### config.mk
export PLATFORM = sky130hd
export DESIGN_NAME = uid_cmd_engine
export DESIGN_NICKNAME = d
export VERILOG_FILES = /design/src/rtl/uid_cmd_engine.sv
export SDC_FILE = /design/constraint.sdc
export NUM_CORES = 1
export LEC_CHECK = 0
export CORE_UTILIZATION = 51
export CTS_CLUSTER_SIZE = 8
export DETAILED_ROUTE_END_ITERATION = 8
export DONT_BUFFER_PORTS = 1
export MAX_ROUTING_LAYER = met4
export PLACE_DENSITY = 0.69
export SLEW_MARGIN = 20
export SYNTH_ARGS = -nofsm -noshare
export SYNTH_HDL_FRONTEND = slang
export SYNTH_SLANG_ARGS = --single-unit
export TNS_END_PERCENT = 50
### constraint.sdc
create_clock -name clk -period 12.7 [get_ports clk]
set_input_delay 0.635 -clock clk [delete_from_list [all_inputs] [get_ports clk]]
set_output_delay 0.635 -clock clk [all_outputs]
set_load 0.05 [all_outputs]
### src/rtl/uid_cmd_engine.sv
// Byte-stream command engine: assembles command frames from UART bytes and runs
// check/add/delete/clear against a UID table, returning one status byte per frame.
module uid_cmd_engine #(
  parameter int unsigned UID_BYTES      = 4,
  parameter int unsigned DEPTH          = 16,
  parameter int unsigned TIMEOUT_CYCLES = 1000000
) (
  input  logic                         clk,
  input  logic                         rst_n,
  input  logic [7:0]                   rx_data,
  input  logic                         rx_valid,
  output logic [7:0]                   rep_data,
  output logic                         rep_valid,
  input  logic                         rep_ready,
  output logic                         busy,
  output logic [$clog2(DEPTH+1)-1:0]   entry_count,
  output logic                         drop_pulse
);

  localparam int unsigned UID_W = UID_BYTES * 8;
  localparam int unsigned IW    = $clog2(DEPTH);
  localparam int unsigned CW    = $clog2(DEPTH + 1);
  localparam int unsigned BW    = $clog2(UID_BYTES) + 1;
  localparam int unsigned TW    = $clog2(TIMEOUT_CYCLES + 1);

  localparam logic [7:0] CMD_CHECK  = 8'hA1;
  localparam logic [7:0] CMD_ADD    = 8'hB2;
  localparam logic [7:0] CMD_DELETE = 8'hC3;
  localparam logic [7:0] CMD_CLEAR  = 8'hD4;

  typedef enum logic [2:0] {IDLE, RX_UID, SEARCH, EXEC, REPLY} state_t;

  state_t             state, state_nxt;
  logic [7:0]         cmd;
  logic [UID_W-1:0]   uid;
  logic [BW-1:0]      bcnt;
  logic [TW-1:0]      tcnt;
  logic [IW-1:0]      idx;
  logic               hit, free_found;
  logic [IW-1:0]      hit_idx, free_idx;
  logic [7:0]         rep_reg;
  logic [DEPTH-1:0]   valid;
  logic [UID_W-1:0]   uid_mem [DEPTH];

  logic last_byte, timed_out, known_uid_cmd, add_ok;

  assign last_byte     = rx_valid && (bcnt == BW'(UID_BYTES - 1));
  assign timed_out     = !rx_valid && (tcnt == TW'(TIMEOUT_CYCLES - 1));
  assign known_uid_cmd = (rx_data == CMD_CHECK) || (rx_data == CMD_ADD) || (rx_data == CMD_DELETE);
  assign add_ok        = (cmd == CMD_ADD) && !hit && free_found;

  always_ff @(posedge clk or negedge rst_n) begin
    if (!rst_n) state <= IDLE;
    else        state <= state_nxt;
  end

  always_comb begin
    state_nxt = state;
    case (state)
      IDLE: if (rx_valid) begin
        if (known_uid_cmd)           state_nxt = RX_UID;
        else if (rx_data == CMD_CLEAR) state_nxt = EXEC;
        else                         state_nxt = REPLY;
      end
      RX_UID: begin
        if (last_byte)      state_nxt = SEARCH;
        else if (timed_out) state_nxt = REPLY;
      end
      SEARCH:  if (idx == IW'(DEPTH - 1)) state_nxt = EXEC;
      EXEC:    state_nxt = REPLY;
      REPLY:   if (rep_ready) state_nxt = IDLE;
      default: state_nxt = IDLE;
    endcase
  end

  always_comb begin
    rep_valid  = (state == REPLY);
    busy       = (state != IDLE);
    drop_pulse = rx_valid && ((state == SEARCH) || (state == EXEC) || (state == REPLY));
    rep_data   = rep_reg;
  end

  always_ff @(posedge clk or negedge rst_n) begin
    if (!rst_n) begin
      cmd         <= '0;
      uid         <= '0;
      bcnt        <= '0;
      tcnt        <= '0;
      idx         <= '0;
      hit         <= 1'b0;
      free_found  <= 1'b0;
      hit_idx     <= '0;
      free_idx    <= '0;
      rep_reg     <= '0;
      valid       <= '0;
      entry_count <= '0;
    end else begin
      case (state)
        IDLE: if (rx_valid) begin
          cmd  <= rx_data;
          bcnt <= '0;
          tcnt <= '0;
          if (!known_uid_cmd && rx_data != CMD_CLEAR) rep_reg <= 8'hE1;
        end
        RX_UID: begin
          if (rx_valid) begin
            uid  <= (uid << 8) | UID_W'(rx_data);
            bcnt <= bcnt + 1'b1;
            tcnt <= '0;
            if (last_byte) begin
              idx        <= '0;
              hit        <= 1'b0;
              free_found <= 1'b0;
            end
          end else if (timed_out) begin
            rep_reg <= 8'hE0;
          end else begin
            tcnt <= tcnt + 1'b1;
          end
        end
        SEARCH: begin
          // First valid match and lowest invalid slot are both latched during the single pass.
          if (!hit && valid[idx] && uid_mem[idx] == uid) begin
            hit     <= 1'b1;
            hit_idx <= idx;
          end
          if (!free_found && !valid[idx]) begin
            free_found <= 1'b1;
            free_idx   <= idx;
          end
          idx <= idx + 1'b1;
        end
        EXEC: begin
          case (cmd)
            CMD_CHECK: rep_reg <= hit ? 8'h01 : 8'h00;
            CMD_ADD: begin
              if (hit)             rep_reg <= 8'hEE;
              else if (free_found) begin
                rep_reg          <= 8'h02;
                valid[free_idx]  <= 1'b1;
                entry_count      <= entry_count + 1'b1;
              end else             rep_reg <= 8'hEF;
            end
            CMD_DELETE: begin
              if (hit) begin
                rep_reg         <= 8'h03;
                valid[hit_idx]  <= 1'b0;
                entry_count     <= entry_count - 1'b1;
              end else rep_reg <= 8'hED;
            end
            default: begin
              rep_reg     <= 8'h04;
              valid       <= '0;
              entry_count <= '0;
            end
          endcase
        end
        default: ;
      endcase
    end
  end

  always_ff @(posedge clk) begin
    if (state == EXEC && add_ok) uid_mem[free_idx] <= uid;
  end

endmodule

# Word-level counts from Yosys, hierarchy flattened
# Memory sizes are Yosys's and may differ from the RTL's.
# Index checks and enable logic that the tools add are counted.
[op_classes]
n_addsub = 5
order_cmp = 5
n_eq_ne = 31
n_mux = 50
n_bitwise = 5
n_reduce_logical = 38
[ops]
columns = ["cell", "count"]
rows = [
  ["2-to-1 mux 20 bit", 3],
  ["equality test 8 bit (second input constant)", 7],
  ["2-to-1 mux 8 bit", 7],
  ["2-to-1 mux 16 bit", 3],
  ["case mux 16 bit (3 select lines)", 1],
  ["case mux 8 bit (3 select lines)", 2],
  ["case mux 20 bit (2 select lines)", 1],
  ["equality test 32 bit", 1],
  ["bitwise OR 32 x 8 -> 32 bit", 1],
  ["2-to-1 mux 3 bit", 9],
  ["adder 20 x 1 -> 20 bit (second input constant)", 1],
  ["equality test 20 bit (second input constant)", 1],
  ["!= test 2 bit (second input constant)", 10],
  ["AND 16 bit", 1],
  ["inverter 16 bit", 1],
  ["bitwise OR 16 bit", 1],
  ["< comparator 4 x 5 -> 1 bit (second input constant)", 3],
  ["2-to-1 mux 5 bit", 3],
  ["case mux 3 bit (5 select lines)", 1],
  ["case mux 5 bit (3 select lines)", 1],
  ["logical AND 1 bit", 12],
  ["AND reduction 4 bit", 3],
  ["2-to-1 mux 1 bit", 10],
  ["AND reduction 5 bit", 2],
  ["26 further kinds", 49],
]
[totals]
ff_bits = 109
ram_bits = 512
in_bits = 12
output_inout_bits = 16
wordCells = 148
mem_count = 1
[memory_table]
columns = ["memory", "words", "word_bits", "rd", "rd_clocked_by_memory_dff", "wr", "line", "rtl"]
rows = [
  ["uid_mem", 16, 32, 1, 0, 1, "43", "logic [UID_W-1:0] uid_mem [DEPTH];"],
]

# Longest topological paths before layout
[logic_depth]
word_depth = 8
depth_mapped = 12
depth_no_buf = 10

# Worst setup path before layout
# OpenSTA, ideal clock, no wires.
[synth_path]
path_kind = "register -> register"
from = "register cmd[3]"
to = "memory uid_mem[3][0] (netlist name) (enable)"
setup_ps = 461
arrival_ps = 3726
required_ps = 12239
path_slack_ps = 8513
path_stages_with_launch = 6
path_buffers = 0
synth_period_minus_slack_ps = 4187
cell_sequence = "dfrtp_1 nor3b_1 nand4b_1 nor4_1 nand3_1 nor3_1"
[synth_between]
elab_chain_cells = 6
[synth_rtl]
columns = ["item", "line", "rtl"]
rows = [
  ["from (decl)", "34", "logic [7:0] cmd;"],
  ["from (signal assigned)", "100", "cmd <= rx_data;"],
  ["equality test 8 bit", "50", "assign add_ok = (cmd == CMD_ADD) && !hit && free_found;"],
  ["logical AND 1 bit (2 in series)", "50", ""],
  ["logical AND 1 bit", "164", "if (state == EXEC && add_ok) uid_mem[free_idx] <= uid;"],
  ["2-to-1 mux 1 bit", "164", ""],
  ["2-to-1 mux 1 bit (not written as such)", "164", ""],
  ["to (decl)", "43", ""],
]
# No other way between the ends.

# Worst setup path after layout
[layout_path]
from = "register idx[0]"
to = "register hit_idx[2]"
[layout_between]
elab_chain_cells = 5
word_cells_on_any_way = 7
cone_classes = "eq/ne (1); mux (2); reduce/logical (3); memory (1)"
[layout_rtl]
columns = ["item", "line", "rtl"]
rows = [
  ["from (decl)", "38", "logic [IW-1:0] idx;"],
  ["from (signal assigned)", "131", "idx <= idx + 1'b1;"],
  ["parallel branches: the longest is 3 deep, another holds memory (16 x 32 bit)", "-", ""],
  ["logical AND 1 bit *", "123", "if (!hit && valid[idx] && uid_mem[idx] == uid) begin"],
  ["AND reduction 2 bit (no line) *", "-", ""],
  ["to (signal assigned)", "125", "hit_idx <= idx;"],
  ["to (decl)", "40", "logic [IW-1:0] hit_idx, free_idx;"],
]
# Mark *: on every way between the ends. The select of a mux whose other input is x is not followed.
# A chain may end at the register's enable or synchronous reset.

==> results.yml <==
outcome:
  run_status: "finished, final reports clean"
synthesis:
  netlist_top_cells_area: "edfxtp_1 (61%), dfrtp_1 (11%), mux4_2 (9.4%)"
  yosysSeqAreaShare_pct: 71.6
  synthFlopType: "edfxtp_1"
  ys_ff_latch: 618
  ys_types: 70
  synth_area_um2: 25200
  yosysWarningCount: 0
  syn_area_per_cell_um2: 17.0
  syn_nets: 1505
  syn_inst: 1485
  synth_top_area_share_pct: 61.1
  postSynth.asyncResetShare_pct: 17.2
  synth_edf_count: 512
  synth_top_cell_by_area: "edfxtp_1"
layout:
  nets: 1555
  fill_cells: 3667
  final_common_cell: "edfxtp_1"
  fin_area_um2: 28500
  final_core_util_pct: 58.4
  final_cell_mix: "edfxtp_1 (512), nand2_1 (178), mux4_2 (105), dfrtp_1 (103), clkbuf_16 (92)"
  area_growth_pct: 13.3
  diodes: 0
  drive_gt1_share_pct: 17.3
sta:
  rsz0062_at_grt: "no"
  max_slew_margin_pct: 25.3
  setup_viol: 0
  fin_skew_ns: 0.0236
  fin_crit_sh_pct: 37.5
  hold_viol: 0
  fmax_ghz: 0.210
  worst_pin_slew_ns: 1.11
  setup_tns_ns: 0
  layout_min_cycle_time_ns: 4.76
  drv_slew: 0
power:
  peakVddDrop_mv: 0.107
  total_power_mw: 4.68
  power_density_nw_per_um2: 164
  leakage_nw: 10.1
clock_network:
  clockBufferDepth: 3
  cts.sinks: 618
  cts.clk_slew.worst_paths_ns: 0.05
  cts_buffers: 87
  cts_root_buf: "clkbuf_16"
  clk_latency_ns: 0.61
  cts_resized: 0
  h-tree-depth: 3
  cts_tree: "done"
grt:
  grt_pass1_vias: 13800
  grt_pass1_wl_um: 86600
  grt_util_all_layers_pct: 24.3
  antenna_found_initial: 0
  grt_max_degree: 107
  grt-ovfl-total: 0
route:
  first_pass_iters: 7
  viasPerCell: 6.07
  vias: 13700
  drc: 0
  wirelength_um: 57600
  drt_iter0_markers: 1507
  final_antenna_net_count: 0
  wire_per_inst_um: 25.4
worst_setup_path:
  crit_path_start_kind: "register"
  r2r_end: "hit_idx[2]"
  critPathRequiredTime_ns: 13.17
  rrSetupSlack_ns: 7.94
  worstPathArrival_ns: 5.23
  crit_start: "idx[0]"
  crit_path_end: "hit_idx[2]"
  ff2ff_path_depth: 9
  path_max_fanout: 53
  crit_path_end_kind: "register"
  crit_type: "reg2reg"
  r2r-start: "idx[0]"
placed_design:
  hpwl_um: 30400
  place_area_um2: 25900
  gp_congestion: 0.852
  io_buffers: 0
hold_path:
  hold_path_class: "in2reg"
floorplan:
  fp.dieArea_um2: 50300
  num_rows: 81
  initial_core_util_pct: 51.5
  core_area_um2: 48800
  die_height_um: 224
  io_pins: 28
  die_x_um: 224
flow_run:
  drv_cap: 0
## stage by stage
| stage | hold WS, ns | instances | setup slack, ns |
|---|---|---|---|
| final | 0.121 | 2264 | 7.94 |
| after global routing | 0.100 | 2264 | 7.67 |
| after CTS | 0.0899 | 2264 | 7.93 |
| after detailed placement | 0.341 | 2108 | 7.96 |
| after global placement | 0.341 | 2108 | 7.97 |
| after floorplan | 0.339 | 1485 | 8.51 |
## layer usage
layer  vias to the layer above  GRT usage [%]  routed length [µm]
met5                         -              -                   0
met4                         0           7.70                1390
met3                       111           4.12                3970
met2                       566           36.9               27800
met1                      7169           33.9               24400
li1                       5895              -                   -
## final cells by class
| type | instances | area (µm²) | share of cell area [%] |
|---|---|---|---|
| inverter | 15 | 56.3 | 0.197 |
| sequential | 618 | 18000 | 63.2 |
| clock buffer | 150 | 2520 | 8.83 |
| clock inverter | 4 | 35.0 | 0.123 |
| multi-input combinational | 778 | 6770 | 23.7 |
| timing repair buffer | 35 | 285 | 1.00 |
| tap | 664 | 831 | 2.91 |
## repair_timing
item | CTS | global route
endpoints found under the hold margin | 106 | 0
hold buffers | 2 | 0
setup buffers | 0 | 0
## report_power, final
group,internal (mW),total (mW),switching (mW)
Sequential,2.21,2.26,0.0484
Clock,1.33,2.14,0.813
Combinational,0.113,0.283,0.170
Total,3.65,4.68,1.03
## kinds of logic after synthesis
logic type	share of synthesized area, %
flip-flops	71.6
other	0.0149
adder cells (fa/ha/maj)	0.427
buffers and inverters	1.96
AND/OR/NAND/NOR	6.41
multiplexers	12.8
XOR/XNOR	2.16
AO/OA/AOI/OAI	4.65
## worst min path at each step
stage | from | slack, ns | end | cells after the start
after floorplan | rst_n | 0.34 | bcnt[0] | 0
after global placement | rst_n | 0.34 | valid[4] | 0
after detailed placement | rst_n | 0.34 | valid[4] | 0
after CTS | rx_valid | 0.09 | tcnt[0] | 1
after global routing | rx_valid | 0.10 | tcnt[0] | 1
final | rx_valid | 0.12 | tcnt[0] | 1
## worst max-delay path: stages, from the launching register on
cell and delay, ns:
dfrtp_4 1.01, buf_4 0.79, mux4_2 0.58, o22ai_1 0.22, a21oi_1 0.12, xnor2_1 0.48, nand4_1 0.18, nor4_2 0.45
nand4_2 0.33, mux2_1 0.40
## state kept, by name (all words and copies together) (netlist names)
signal	cells
state	3
tcnt	20
entry_count	5
idx	4
uid	32
free_found	1
rep_data	5
cmd	8
valid	16
uid_mem	512
free_idx	4
hit	1
bcnt	3
hit_idx	4
## cell usage after synthesis, types with 4 or more instances
| library cell | number |
|---|---|
| xnor2_1 | 38 |
| o211ai_1 | 4 |
| a22oi_1 | 18 |
| a31oi_1 | 8 |
| buf_6 | 10 |
| o221ai_1 | 6 |
| mux4_1 | 9 |
| nand2b_1 | 18 |
| nor2b_1 | 12 |
| mux2_1 | 4 |
| o21ai_0 | 42 |
| clkbuf_1 | 32 |
| mux2_2 | 10 |
| a21oi_1 | 54 |
| buf_2 | 21 |
| ha_1 | 7 |
| nand3_1 | 18 |
| nand2_1 | 178 |
| nand4_1 | 12 |
| o22a_1 | 4 |
| mux4_2 | 105 |
| edfxtp_1 | 512 |
| o22ai_1 | 6 |
| nor3_1 | 15 |
| xor2_1 | 24 |
| buf_4 | 8 |
| mux2i_1 | 46 |
| a221oi_1 | 6 |
| a32oi_1 | 4 |
| nor2_1 | 66 |
| inv_1 | 14 |
| and3_1 | 5 |
| a221o_1 | 4 |
| o31ai_1 | 6 |
| dfrtp_1 | 106 |
| and2_1 | 4 |
Power figures use the tool's default switching activity.
